===== src/rtl/approx_mul_pkg.sv =====
// Shared widths, FSM encoding and row weighting for the approximate multiplier sequencer.
// Pure definitions: no latency and no flow control.
package approx_mul_pkg;

    localparam int ROW_T_W  = 9;
    localparam int ROW_B_W  = 7;
    localparam int NUM_ROWS = 4;
    localparam int ACC_W    = 17;

    typedef logic [1:0] state_t;

    localparam state_t IDLE = 2'd0;
    localparam state_t ACC  = 2'd1;
    localparam state_t DONE = 2'd2;

    // Row k covers multiplicand bits 2k and 2k+1, so its weight is 4^k.
    function automatic logic [ACC_W-1:0] row_value(
        input logic [ROW_T_W-1:0] t,
        input logic [ROW_B_W-1:0] b,
        input logic [1:0]         k
    );
        logic [ACC_W-1:0] base;
        base = ACC_W'(t) + (ACC_W'(b) << 2);
        return base << {k, 1'b0};
    endfunction

endpackage


===== src/rtl/approx_row_weigher.sv =====
// Weighted sum of one group of ROWS_PER_CYCLE array rows, selected by the group index.
// Combinational, zero latency; no flow control.
module approx_row_weigher
    import approx_mul_pkg::*;
#(
    parameter int ROWS_PER_CYCLE = 1
) (
    input  logic [NUM_ROWS*ROW_B_W-1:0] row_b,
    input  logic [NUM_ROWS*ROW_T_W-1:0] row_t,
    input  logic [1:0]                  grp,
    output logic [ACC_W-1:0]            grp_sum
);

    always_comb begin
        int k;
        k       = 0;
        grp_sum = '0;
        for (int r = 0; r < ROWS_PER_CYCLE; r++) begin
            k = int'(grp) * ROWS_PER_CYCLE + r;
            if (k < NUM_ROWS) begin
                grp_sum = grp_sum + row_value(row_t[ROW_T_W*k +: ROW_T_W],
                                              row_b[ROW_B_W*k +: ROW_B_W],
                                              2'(k));
            end
        end
    end

endmodule


===== src/rtl/approx_mul_row_sequencer.sv =====
// Latches an operand pair, accumulates the array rows ROWS_PER_CYCLE at a time, presents the product.
// out_valid follows acceptance by 4/ROWS_PER_CYCLE cycles; product is held while out_ready is low.
module approx_mul_row_sequencer
    import approx_mul_pkg::*;
#(
    parameter int ROWS_PER_CYCLE = 1,
    parameter bit SATURATE       = 1'b1
) (
    input  logic        clk,
    input  logic        rst,
    input  logic        in_valid,
    output logic        in_ready,
    input  logic [7:0]  x,
    input  logic [7:0]  y,
    output logic [7:0]  arr_x,
    output logic [7:0]  arr_y,
    input  logic [27:0] row_b,
    input  logic [35:0] row_t,
    output logic        out_valid,
    input  logic        out_ready,
    output logic [15:0] p,
    output logic        ovf
);

    localparam int         NGRP     = NUM_ROWS / ROWS_PER_CYCLE;
    localparam logic [1:0] LAST_GRP = 2'(NGRP - 1);

    if (!(ROWS_PER_CYCLE == 1 || ROWS_PER_CYCLE == 2 || ROWS_PER_CYCLE == 4)) begin : g_bad_rows
        $error("ROWS_PER_CYCLE must be 1, 2 or 4");
    end

    state_t           state;
    logic [7:0]       x_q;
    logic [7:0]       y_q;
    logic [ACC_W-1:0] acc;
    logic [1:0]       grp;
    logic [15:0]      p_q;
    logic             ovf_q;
    logic [ACC_W-1:0] grp_sum;
    logic [ACC_W-1:0] acc_next;
    logic [15:0]      p_final;

    approx_row_weigher #(
        .ROWS_PER_CYCLE(ROWS_PER_CYCLE)
    ) u_weigher (
        .row_b  (row_b),
        .row_t  (row_t),
        .grp    (grp),
        .grp_sum(grp_sum)
    );

    // The full 4-row sum tops out at 86615, so 17 bits never wrap.
    assign acc_next = acc + grp_sum;
    assign p_final  = (SATURATE && acc_next[ACC_W-1]) ? 16'hFFFF : acc_next[15:0];

    always_ff @(posedge clk) begin
        if (rst) begin
            state <= IDLE;
            x_q   <= '0;
            y_q   <= '0;
            acc   <= '0;
            grp   <= '0;
            p_q   <= '0;
            ovf_q <= 1'b0;
        end else begin
            case (state)
                IDLE: begin
                    if (in_valid) begin
                        x_q   <= x;
                        y_q   <= y;
                        acc   <= '0;
                        grp   <= '0;
                        state <= ACC;
                    end
                end
                ACC: begin
                    acc <= acc_next;
                    if (grp == LAST_GRP) begin
                        grp   <= '0;
                        p_q   <= p_final;
                        ovf_q <= acc_next[ACC_W-1];
                        state <= DONE;
                    end else begin
                        grp <= grp + 2'd1;
                    end
                end
                DONE: begin
                    if (out_ready) begin
                        state <= IDLE;
                    end
                end
                default: state <= IDLE;
            endcase
        end
    end

    // Ready is masked by rst so the block never advertises acceptance while held in reset.
    assign in_ready  = (state == IDLE) && !rst;
    assign out_valid = (state == DONE);
    assign arr_x     = x_q;
    assign arr_y     = y_q;
    assign p         = p_q;
    assign ovf       = ovf_q;

endmodule


===== config.mk =====
export PLATFORM = sky130hd
export DESIGN_NAME = approx_mul_row_sequencer
export DESIGN_NICKNAME = d
export VERILOG_FILES = /design/src/rtl/approx_mul_pkg.sv /design/src/rtl/approx_row_weigher.sv /design/src/rtl/approx_mul_row_sequencer.sv
export SDC_FILE = /design/constraint.sdc
export NUM_CORES = 1
export LEC_CHECK = 0
export BUFFER_PORTS_ARGS = -buffer_cell sky130_fd_sc_hd__buf_2
export CAP_MARGIN = 15
export CORE_MARGIN = 2
export CORE_UTILIZATION = 52
export CTS_CLUSTER_DIAMETER = 30
export DETAILED_ROUTE_END_ITERATION = 6
export GPL_ROUTABILITY_DRIVEN = 0
export PLACE_DENSITY = 0.81
export RECOVER_POWER = 25
export SETUP_SLACK_MARGIN = 0.15
export SYNTH_ARGS = -nofsm -noshare
export SYNTH_HDL_FRONTEND = slang
export SYNTH_SLANG_ARGS = --single-unit

===== constraint.sdc =====
create_clock -name clk -period 7.2 [get_ports clk]
set_clock_uncertainty 0.15 [all_clocks]
set_input_delay 0.36 -clock clk [delete_from_list [all_inputs] [get_ports clk]]
set_output_delay 0.36 -clock clk [all_outputs]
set_load 0.02 [all_outputs]

==> results.sh, run 1 <==
export IMPL_hold_worst_slack_ns=0.1187
export IMPL_p_comb_frac=0.414
export IMPL_synth_top_family_by_area="simple AND/OR/NAND/NOR gates"
export IMPL_top_usage_layer="met2"
export IMPL_yosysWarnings=0
export IMPL_use_met2=0.3813
export IMPL_syn_area_per_cell_um2=8.377
export IMPL_endpoint_kind="register"
export IMPL_vias=3748
export IMPL_cts_sinks=54
export IMPL_globalRouteTotalUtil=0.2355
export IMPL_rsz0062_at_grt="false"
export IMPL_drv_cap=0
export IMPL_synth_fa_ha_area_frac=0.09381
export IMPL_port_buffers=118
export IMPL_min_delay_path_depth=3
export IMPL_power_frac_clock=0.235
export IMPL_relSlewSlack=0.2986
export IMPL_gr_total_overflow=0
export IMPL_start_util=0.5270
export IMPL_yosysSeqAreaShare=0.2874
export IMPL_synthDistinctLibCells=49
export IMPL_vias_per_cell=5.793
export IMPL_worstHoldStart="y[2]"
export IMPL_register_area_um2=1082
export IMPL_grt_pass1_vias=3358
export IMPL_synth_xor_area_share=0.04192
export IMPL_ios=119
export IMPL_use_met3=0.04709
export IMPL_post_dp_cell_area_um2=4368
export IMPL_grt_pass1_wl_mm=14.85
export IMPL_synthToLayoutAreaGrowth_pct=19.26
export IMPL_p_sw_uw=352.7
export IMPL_fin_tns_setup_ns=0
export IMPL_clockBufferDepth=2
export IMPL_async_reset_ff_frac=0
export IMPL_clk_insertion_delay_late_ns=0.32
export IMPL_fmax_ghz=0.1816
export IMPL_path_class="register to register"
export IMPL_most_common_layout_cells="96 x buf_2, 71 x nand2_1, 56 x a21oi_1, 53 x dfxtp_1, 35 x nor2_1"
export IMPL_multi_input_area_um2=2537
export IMPL_die_area_um2=7929
export IMPL_crit_fanout=32
export IMPL_r2r_cells=14
export IMPL_outcome="finished, final reports clean"
export IMPL_drc=0
export IMPL_cts_resized=0
export IMPL_p_leak_nw=1.844
export IMPL_cp_required_ns=7.27
export IMPL_yosys_area_share_simple=0.2485
export IMPL_pwr_share_seq=0.351
export IMPL_maxSlewViolCount=0
export IMPL_coreArea_um2=7137
export IMPL_r2r_end="p[14]"
export IMPL_dr_pass1_iters=5
export IMPL_final_area_um2=4486
export IMPL_synth_compound_area_frac=0.1840
export IMPL_root_buffer="clkbuf_8"
export IMPL_rows=31
export IMPL_drt_iter0_drc=246
export IMPL_swShare=0.3814
export IMPL_final_period_utilization=0.7648
export IMPL_grt_max_degree=57
export IMPL_ctsHtreeMaxLevel=2
export IMPL_antenna_cells=0
export IMPL_nets=658
export IMPL_ir_worst_vdd_v=0.00008962
export IMPL_post_cts_setup_buffers=0
export IMPL_die_h_um=89.05
export IMPL_cts_tree="yes"
export IMPL_cts_hold_buf=0
export IMPL_power_uw=924.9
export IMPL_wl_mm=9.609
export IMPL_synthMuxAreaShare=0.1065
export IMPL_synth_seq_cells=54
export IMPL_layout_drive_gt1_share=0.2701
export IMPL_min_period_ns=5.507
export IMPL_crit_arrival_ns=5.58
export IMPL_reg2reg_slack_ns=1.69
export IMPL_grt_met1_usage=0.3138
export IMPL_rr_startpoint="grp[0]"
export IMPL_cts_made_buffers=5
export IMPL_postRouteAntennaNets=0
export IMPL_synth_edff_count=0
export IMPL_crit_path_start_kind="register"
export IMPL_fill_cells=658
export IMPL_ys_flop_type="dfxtp_1"
export IMPL_worst_pin_slew_ns=1.052
export IMPL_die_w_um=89.05
export IMPL_min_delay_path_class="primary input to register"
export IMPL_synth_nets=560
export IMPL_setup_viol=0
export IMPL_synth_area_um2=3761
export IMPL_intPower_uw=572.2
export IMPL_path_clk_slew_ns=0.11
export IMPL_holdPathEnd="arr_y[2]"
export IMPL_wl_per_cell_um=14.85
export IMPL_mostFrequentLayoutCell="buf_2"
export IMPL_synth_cells=449
export IMPL_finalCoreUtilization=0.6285
export IMPL_hold_viol_final=0
export IMPL_dp_hpwl_mm=7.206
export IMPL_antenna_found_initial=0
export IMPL_powerDensity_nw_per_um2=206.2
sequential cells by signal (all words and copies together), names as in the netlist:
signal	count
acc	17
arr_x	8
arr_y	8
grp	2
ovf	1
p	16
state	2
logic make-up after synthesis:
logic type      count (synthesis)
buf+inv                        34
flops                          54
xor+xnor                       18
simple gates                  186
compound gates                110
mux                            20
fa+ha+maj                      27
per-stage QoR:
step           worst slack (ns)  std cells
2_1_floorplan             2.142        449
3_3_place_gp              1.944        638
3_5_place_dp              1.765        638
4_1_cts                   1.738        646
5_1_grt                   1.349        647
6_report                  1.693        647
how the worst max path moves through the flow:
stage	startpoint	end	slack [ns]	cells past startpoint
2_1_floorplan	grp[0]	p[4]	2.14	17
3_3_place_gp	grp[0]	p[11]	1.94	14
3_5_place_dp	grp[0]	p[13]	1.76	14
4_1_cts	grp[0]	p[14]	1.74	14
5_1_grt	grp[0]	p[14]	1.35	14
6_report	grp[0]	p[14]	1.69	14
final cells by class:
type,count,share of cell area
Tap cell,99,0.02762
Multi-Input combinational cell,361,0.5657
Inverter,3,0.002510
Sequential cell,54,0.2413
Clock inverter,3,0.01088
Clock buffer,5,0.01534
Timing Repair Buffer,122,0.1367
worst max-delay path, stage by stage, from the launching register on:
cell      delay (ns)
dfxtp_2         0.47
buf_4           0.41
mux4_2          0.55
ha_1            0.25
or2_2           0.29
o221ai_1        0.36
a21oi_1         0.12
mux4_2          0.47
ha_1            0.42
a211oi_2        0.33
o21bai_1        0.13
a211o_1         0.27
a221oi_4        0.79
nor2_2          0.12
a211oi_1        0.26
routing by layer:
metal  vias up  routed length (µm)
met5         -                   0
met4         0                 264
met3        27                 594
met2       167                4433
met1      1731                4317
li1       1823                   -
synthesized netlist by cell type (4+ instances only):
cell      count  area (µm²)
nand2b_1      5       31.28
nand4_1       5       31.28
mux2i_1       4       40.04
nand3_1      17       85.08
nor3_2       16       160.2
a211oi_1      5       37.54
nor2_1       35       131.4
mux4_2       16       360.4
nor3_1       14       70.07
xnor2_1      13       113.9
a21oi_1      56       280.3
clkbuf_1     23       86.33
ha_1         25       312.8
nand2_1      71       266.5
nor2b_1       4       25.02
buf_2         6       30.03
dfxtp_1      54        1081
o21ai_0      15       75.07
a31oi_1       4       25.02
nand4b_1      4       35.03
a21o_1        8       60.06
xor2_1        5       43.79
nor3b_1       4       30.03
power groups by stage:
| stage | sequential, mW | clock, mW | combinational [mW] |
|---|---|---|---|
| 2_1_floorplan | 0.335 | 0 | 0.277 |
| 3_3_place_gp | 0.331 | 0 | 0.364 |
| 3_5_place_dp | 0.331 | 0 | 0.372 |
| 4_1_cts | 0.325 | 0.217 | 0.374 |
| 5_1_grt | 0.327 | 0.231 | 0.420 |
| 6_report | 0.325 | 0.217 | 0.383 |
No activity file was read; power rests on OpenSTA's default activity.
==> run 2: changes to the inputs <==
Settings changed: CORE_UTILIZATION 52 to 47, PLACE_DENSITY 0.81 to 0.77.
Clock period 7.2 ns to 4.44 ns, I/O delays scaled along.
==> run 2 against run 1 <==
The flow now finishes with violations (negative setup slack). Sequential power rose by 63%. Die area rose by 10%. First-iteration DRC count rose by 20%. Sequential share of layout area fell by 4.2 points. Utilization rose by 7.4 points. Critical path type unchanged. Combinational power rose by 130%. Critical path depth rose by 3. Worst setup slack got worse by 1.8 ns. Non-clock buffer count rose by 64. Clock power rose by 62%. Via count rose by 8.7%. Global-route usage rose by 2.0 points.
==> results.sh, run 2 (synthesis results as in run 1) <==
export IMPL_cts_made_buffers=5
export IMPL_path_clk_slew_ns=0.10
export IMPL_worst_pin_slew_ns=1.099
export IMPL_dp_hpwl_mm=7.938
export IMPL_cts_sinks=54
export IMPL_post_place_ws_ns=-0.2692
export IMPL_cp_num_buf_inv=2
export IMPL_antenna_cells=0
export IMPL_path_cells="mux4_2, ha_4, a21o_1, a21oi_4, nor2b_2, or3_4, o311a_1, mux4_2, ha_4, a211oi_4, o21bai_1, a211o_1, a221oi_4, buf_6, buf_12, nor3_4, nor3_2"
export IMPL_fin_tns_setup_ns=-1.201
export IMPL_ctsHtreeMaxLevel=2
export IMPL_hold_viol_final=0
export IMPL_setup_viol=17
export IMPL_min_delay_path_class="primary input to register"
export IMPL_top_register="acc"
export IMPL_start_util=0.4867
export IMPL_ios=119
export IMPL_hold_worst_slack_ns=0.008065
export IMPL_path_class="register to register"
export IMPL_rsz0062_at_grt="true"
export IMPL_rows=32
export IMPL_crit_arrival_ns=4.64
export IMPL_cp_required_ns=4.54
export IMPL_crit_family="compound AO/OA/AOI/OAI gates"
export IMPL_ir_worst_vdd_v=0.0002010
export IMPL_vias_per_cell=5.714
export IMPL_maxSlewViolCount=0
export IMPL_mostFrequentLayoutCell="buf_2"
export IMPL_cts_tree="yes"
export IMPL_die_h_um=93.46
export IMPL_multi_input_area_um2=2927
export IMPL_fill_cells=575
export IMPL_grt_max_degree=57
export IMPL_register_area_um2=1085
export IMPL_grt_pass1_wl_mm=18.11
export IMPL_layout_drive_gt1_share=0.4124
export IMPL_most_common_layout_cells="101 x buf_2, 71 x nand2_1, 53 x dfxtp_1, 47 x a21oi_1, 45 x buf_4"
export IMPL_largest_register_ffs=17
export IMPL_port_buffers=118
export IMPL_violations="negative setup slack"
export IMPL_powerDensity_nw_per_um2=321.6
export IMPL_drt_iter0_drc=295
export IMPL_crit_path_start_kind="register"
export IMPL_gr_total_overflow=0
export IMPL_drv_cap=0
export IMPL_vias=4074
export IMPL_min_period_ns=4.546
export IMPL_final_period_utilization=1.024
export IMPL_clockBufferDepth=2
export IMPL_coreArea_um2=7727
export IMPL_postRouteAntennaNets=0
export IMPL_root_buffer="clkbuf_8"
export IMPL_die_area_um2=8734
export IMPL_finalWorstSetupSlack_ns=-0.1057
export IMPL_clk_insertion_delay_late_ns=0.32
export IMPL_slowest_delay_ns=0.56
export IMPL_wl_per_cell_um=16.81
export IMPL_crit_fanout=8
export IMPL_outcome="finished with violations"
export IMPL_relSlewSlack=0.2670
export IMPL_nets=722
export IMPL_antenna_found_initial=0
export IMPL_drc=0
export IMPL_dr_pass1_iters=5
export IMPL_synthToLayoutAreaGrowth_pct=44.41
export IMPL_globalRouteTotalUtil=0.2553
export IMPL_fmax_ghz=0.2200
export IMPL_p_leak_nw=2.207
export IMPL_grt_pass1_vias=3923
export IMPL_critical_path_slowest_cell="mux4_2"
export IMPL_endpoint_kind="register"
export IMPL_die_w_um=93.46
export IMPL_wl_mm=11.98
[run 2: cell count changes in the layout (fill, tap and decap cells not counted), moves of 5 or more]
cell and delta:
a21oi_1 -9, a21oi_2 +5, buf_2 +5, buf_4 +42, buf_6 +5, clkbuf_1 -5
dlygate4sd3_1 +15, ha_1 -14, ha_4 +10, o21ai_0 -8, o21ai_1 +5, xnor2_1 -7
xnor2_2 +7
[run 2: final timing paths]
path,from,endpoint,slack (ns),depth (start not counted)
worst min-delay path,y[5],arr_y[5],0.008,3
worst max-delay path,grp[0],p[10],-0.11,17
worst min register to register,arr_x[2],arr_x[2],0.31,2
worst max register to register,grp[0],p[10],-0.11,17
[run 2: report_power, final]
part	leakage, nW	internal, mW	switching, mW
registers	0.440	0.509	0.0203
clock network	0.0573	0.181	0.170
logic	1.71	0.403	0.463
total	2.21	1.09	0.653
[run 2: worst register-to-register path, cell delays in order, from the launching register on]
cell and delay (ns):
dfxtp_4 0.42, mux4_2 0.56, ha_4 0.25, a21o_1 0.17, a21oi_4 0.15, nor2b_2 0.08
or3_4 0.33, o311a_1 0.13, mux4_2 0.49, ha_4 0.25, a211oi_4 0.28, o21bai_1 0.13
a211o_1 0.27, a221oi_4 0.31, buf_6 0.16, buf_12 0.13, nor3_4 0.04, nor3_2 0.17
[run 2: repair_timing]
item | in CTS | in global routing
setup endpoints to repair | 25 | 26
setup buffers | 7 | 2
hold endpoints to repair | 15 | 0
hold buffers | 15 | 0
pin swaps | 15 | 14
gates resized for setup | 30 | 48
[run 2: per-stage QoR]
stage / power (mW) / instance area (µm²) / cells / util
6_report: 1.747 / 5431 / 713 / 0.7029
5_1_grt: 1.829 / 5431 / 713 / 0.7029
4_1_cts: 1.643 / 5169 / 711 / 0.6689
3_5_place_dp: 1.260 / 4723 / 682 / 0.6112
3_3_place_gp: 1.240 / 4723 / 682 / 0.6112
2_1_floorplan: 1.021 / 3840 / 449 / -
[run 2: routing by layer]
metal / global-route usage / up-vias / part of all wire
met5: 0 / - / 0
met4: 0.06618 / 0 / 0.026
met3: 0.04674 / 24 / 0.060
met2: 0.4496 / 165 / 0.51
met1: 0.3204 / 1929 / 0.41
li1: - / 1956 / -
[run 2: area by class of cell]
type	count	share of cell area
multi-input combinational	361	0.5388
timing repair buffer	186	0.2152
tap	102	0.02350
clock buffer	6	0.01520
sequential	54	0.1997
clock inverter	1	0.005529
inverter	3	0.002073
==> run 3: changes to the inputs <==
Settings changed: SLEW_MARGIN set to 0, SYNTH_HIERARCHICAL set to 1, TNS_END_PERCENT set to 5.
==> run 3 against run 2 <==
The flow still finishes with violations (negative setup slack). Sequential share of layout area rose by 1.6 points. Design area fell by 7.3%. Synthesized cell count fell by 0.22%. Non-clock buffer count fell by 9. First-iteration DRC count fell by 5.8%. Sequential power barely moved. Clock-buffer cell count fell by 1. Critical path depth did not move. Critical endpoint unchanged.
==> results.sh, run 3 <==
export IMPL_fill_cells=655
export IMPL_mostFrequentLayoutCell="buf_2"
export IMPL_nets=710
export IMPL_drc=0
export IMPL_setup_viol=16
export IMPL_powerDensity_nw_per_um2=318.6
export IMPL_clk_insertion_delay_late_ns=0.32
export IMPL_synth_edff_count=0
export IMPL_cp_required_ns=4.44
export IMPL_endpoint_kind="register"
export IMPL_netlist_top_cells_area="dfxtp_1 28%, mux4_2 8.2%, ha_1 7.8%, nand2_1 5.5%, a21oi_1 4.8%"
export IMPL_p_comb_frac=0.481
export IMPL_ios=119
export IMPL_fmax_ghz=0.2227
export IMPL_grt_pass1_wl_mm=16.99
export IMPL_crit_fanout=16
export IMPL_syn_area_per_cell_um2=8.546
export IMPL_hold_viol_final=0
export IMPL_synth_cells=448
export IMPL_grt_pass1_vias=3714
export IMPL_highest_layer="met4"
export IMPL_yosysSeqAreaShare=0.2824
export IMPL_p_sw_uw=628.5
export IMPL_postRouteAntennaNets=0
export IMPL_yosysWarnings=6
export IMPL_clockBufferDepth=2
export IMPL_synth_area_um2=3829
export IMPL_post_place_ws_ns=-0.1234
export IMPL_path_clk_slew_ns=0.12
export IMPL_antenna_cells=0
export IMPL_layout_drive_gt1_share=0.3378
export IMPL_crit_top_cell="nor3_1"
export IMPL_ys_flop_type="dfxtp_1"
export IMPL_path_class="register to register"
export IMPL_root_buffer="clkbuf_8"
export IMPL_min_period_ns=4.490
export IMPL_top_register="acc"
export IMPL_synth_top_area_share=0.2824
export IMPL_drv_cap=0
export IMPL_grt_max_degree=61
export IMPL_die_h_um=94.26
export IMPL_maxSlewViolCount=0
export IMPL_cts_sinks=54
export IMPL_wl_met1_mm=4.560
export IMPL_wl_met3_um=617
export IMPL_layout_cells_non_filler=703
export IMPL_intPower_uw=975.2
export IMPL_die_area_um2=8884
export IMPL_ir_worst_vdd_v=0.0001773
export IMPL_finalWorstSetupSlack_ns=-0.04981
export IMPL_antenna_found_initial=0
export IMPL_power_frac_clock=0.190
export IMPL_pwr_share_seq=0.329
export IMPL_cts_made_buffers=5
export IMPL_ctsHtreeMaxLevel=2
export IMPL_port_buffers=118
export IMPL_critical_path_slowest_cell="mux4_2"
export IMPL_fin_tns_setup_ns=-0.6617
export IMPL_largest_register_ffs=17
export IMPL_wl_mm=10.88
export IMPL_synth_commonest_cells="56 x nand2_1, 54 x dfxtp_1, 42 x nor2_1"
export IMPL_drt_iter0_drc=278
export IMPL_start_util=0.4904
export IMPL_vias=3984
export IMPL_gr_total_overflow=0
export IMPL_vias_per_cell=5.667
export IMPL_outcome="finished with violations"
export IMPL_die_w_um=94.26
export IMPL_hold_worst_slack_ns=0.001589
export IMPL_most_common_layout_cells="102 x buf_2, 56 x nand2_1, 53 x dfxtp_1, 43 x buf_4, 42 x nor2_1"
export IMPL_rsz0062_at_grt="true"
export IMPL_async_reset_ff_frac=0
export IMPL_final_period_utilization=1.011
export IMPL_synthToLayoutAreaGrowth_pct=31.47
export IMPL_wl_per_cell_um=15.48
export IMPL_relSlewSlack=0.3047
export IMPL_crit_path_start_kind="register"
export IMPL_placed_cells=679
export IMPL_globalRouteTotalUtil=0.2374
export IMPL_violations="negative setup slack"
export IMPL_synth_top_cell_by_area="dfxtp_1"
export IMPL_dr_pass1_iters=7
export IMPL_wl_met2_mm=5.507
export IMPL_worst_pin_slew_ns=1.043
export IMPL_crit_arrival_ns=4.49
export IMPL_p_leak_nw=2.237
export IMPL_cts_tree="yes"
export IMPL_dp_hpwl_mm=7.940
export IMPL_rows=32
export IMPL_slowest_delay_ns=0.50
export IMPL_coreArea_um2=7807
export IMPL_synth_seq_cells=54
export IMPL_synth_nets=558
export IMPL_synthDistinctLibCells=57
export IMPL_swShare=0.3919
export IMPL_path_cells="mux4_2, ha_2, fa_2, a211oi_2, nor3_1, or3_1, a21oi_2, nor3_1, ha_1, and3_2, a221oi_2, o211ai_1, a31oi_2, xnor3_2, nor2_4, buf_12, a211oi_1"
export IMPL_yosysMostFrequentCell="nand2_1"
export IMPL_min_delay_path_class="primary input to register"
==> run 3: changes by cell type in the layout (fill, tap and decap cells not counted), moves of 9 or more <==
| cell | change |
|---|---|
| a21oi_1 | -12 |
| a31oi_1 | +10 |
| ha_1 | +9 |
| a211oi_1 | +16 |
| nand2_1 | -15 |
| nor3_2 | -15 |
==> run 3: metal layers <==
metal / vias to the layer above / track usage
li1: 1940 / -
met1: 1842 / 0.3042
met2: 179 / 0.4220
met3: 23 / 0.02970
met4: 0 / 0.05797
met5: - / 0
==> run 3: through the flow <==
step	power (mW)	util	instance area (µm²)
after CTS	1.549	0.6353	4960
final	1.604	0.6447	5034
after detailed placement	1.220	0.5987	4674
after floorplan	1.008	-	3842
after global placement	1.204	0.5987	4674
after global routing	1.685	0.6447	5034
==> run 3: area by class of cell <==
type / count / area, µm² / area share
clock buffers: 5 / 68.82 / 0.01367
clock inverters: 3 / 28.78 / 0.005717
inverters: 9 / 33.78 / 0.006711
multi-input cells: 353 / 2606 / 0.5178
flip-flops and latches: 54 / 1085 / 0.2155
well taps: 102 / 127.6 / 0.02535
repair buffers: 177 / 1084 / 0.2153
==> run 3: final timing paths <==
| kind | from | endpoint | slack (ns) | cells past startpoint |
|---|---|---|---|---|
| min | x[1] | arr_x[1] | 0.002 | 3 |
| min reg2reg | arr_y[6] | arr_y[6] | 0.31 | 2 |
| max | grp[0] | p[10] | -0.05 | 17 |
| max reg2reg | grp[0] | p[10] | -0.05 | 17 |
==> run 3: power groups by stage <==
stage | registers, mW | logic (mW) | clock network, mW
global placement | 0.537 | 0.668 | 0
global route | 0.530 | 0.827 | 0.328
detailed placement | 0.538 | 0.682 | 0
floorplan | 0.545 | 0.462 | 0
CTS | 0.527 | 0.713 | 0.308
finish | 0.527 | 0.771 | 0.305
==> run 3: critical path: cells and delay by family (launching register included) <==
family	cells	cell delay, ns
compound gates	6	1.02
xor+xnor	1	0.31
fa+ha+maj	3	0.88
buf+inv	1	0.15
flops	1	0.42
mux	1	0.50
simple gates	5	0.89
==> run 3: logic make-up (layout without fill, tap and decap cells) <==
group	count (synthesis)	after routing	share of synthesized area
and+or+nand+nor	158	158	0.1918
AOI/OAI and AO/OA	130	130	0.2242
DFF	54	54	0.2824
buffers and inverters	41	194	0.06797
adders and majority gates	26	26	0.08889
muxes	21	21	0.1010
xor gates and xnor gates	17	17	0.04281
other	1	1	0.0009795
==> run 3: what timing repair did <==
item | CTS | global route
hold buffers | 12 | 0
buffers inserted | 0 | 2
endpoints found under the setup margin | 24 | 27
pin swaps | 10 | 11
resized for setup | 10 | 11
hold endpoints to repair | 12 | 0
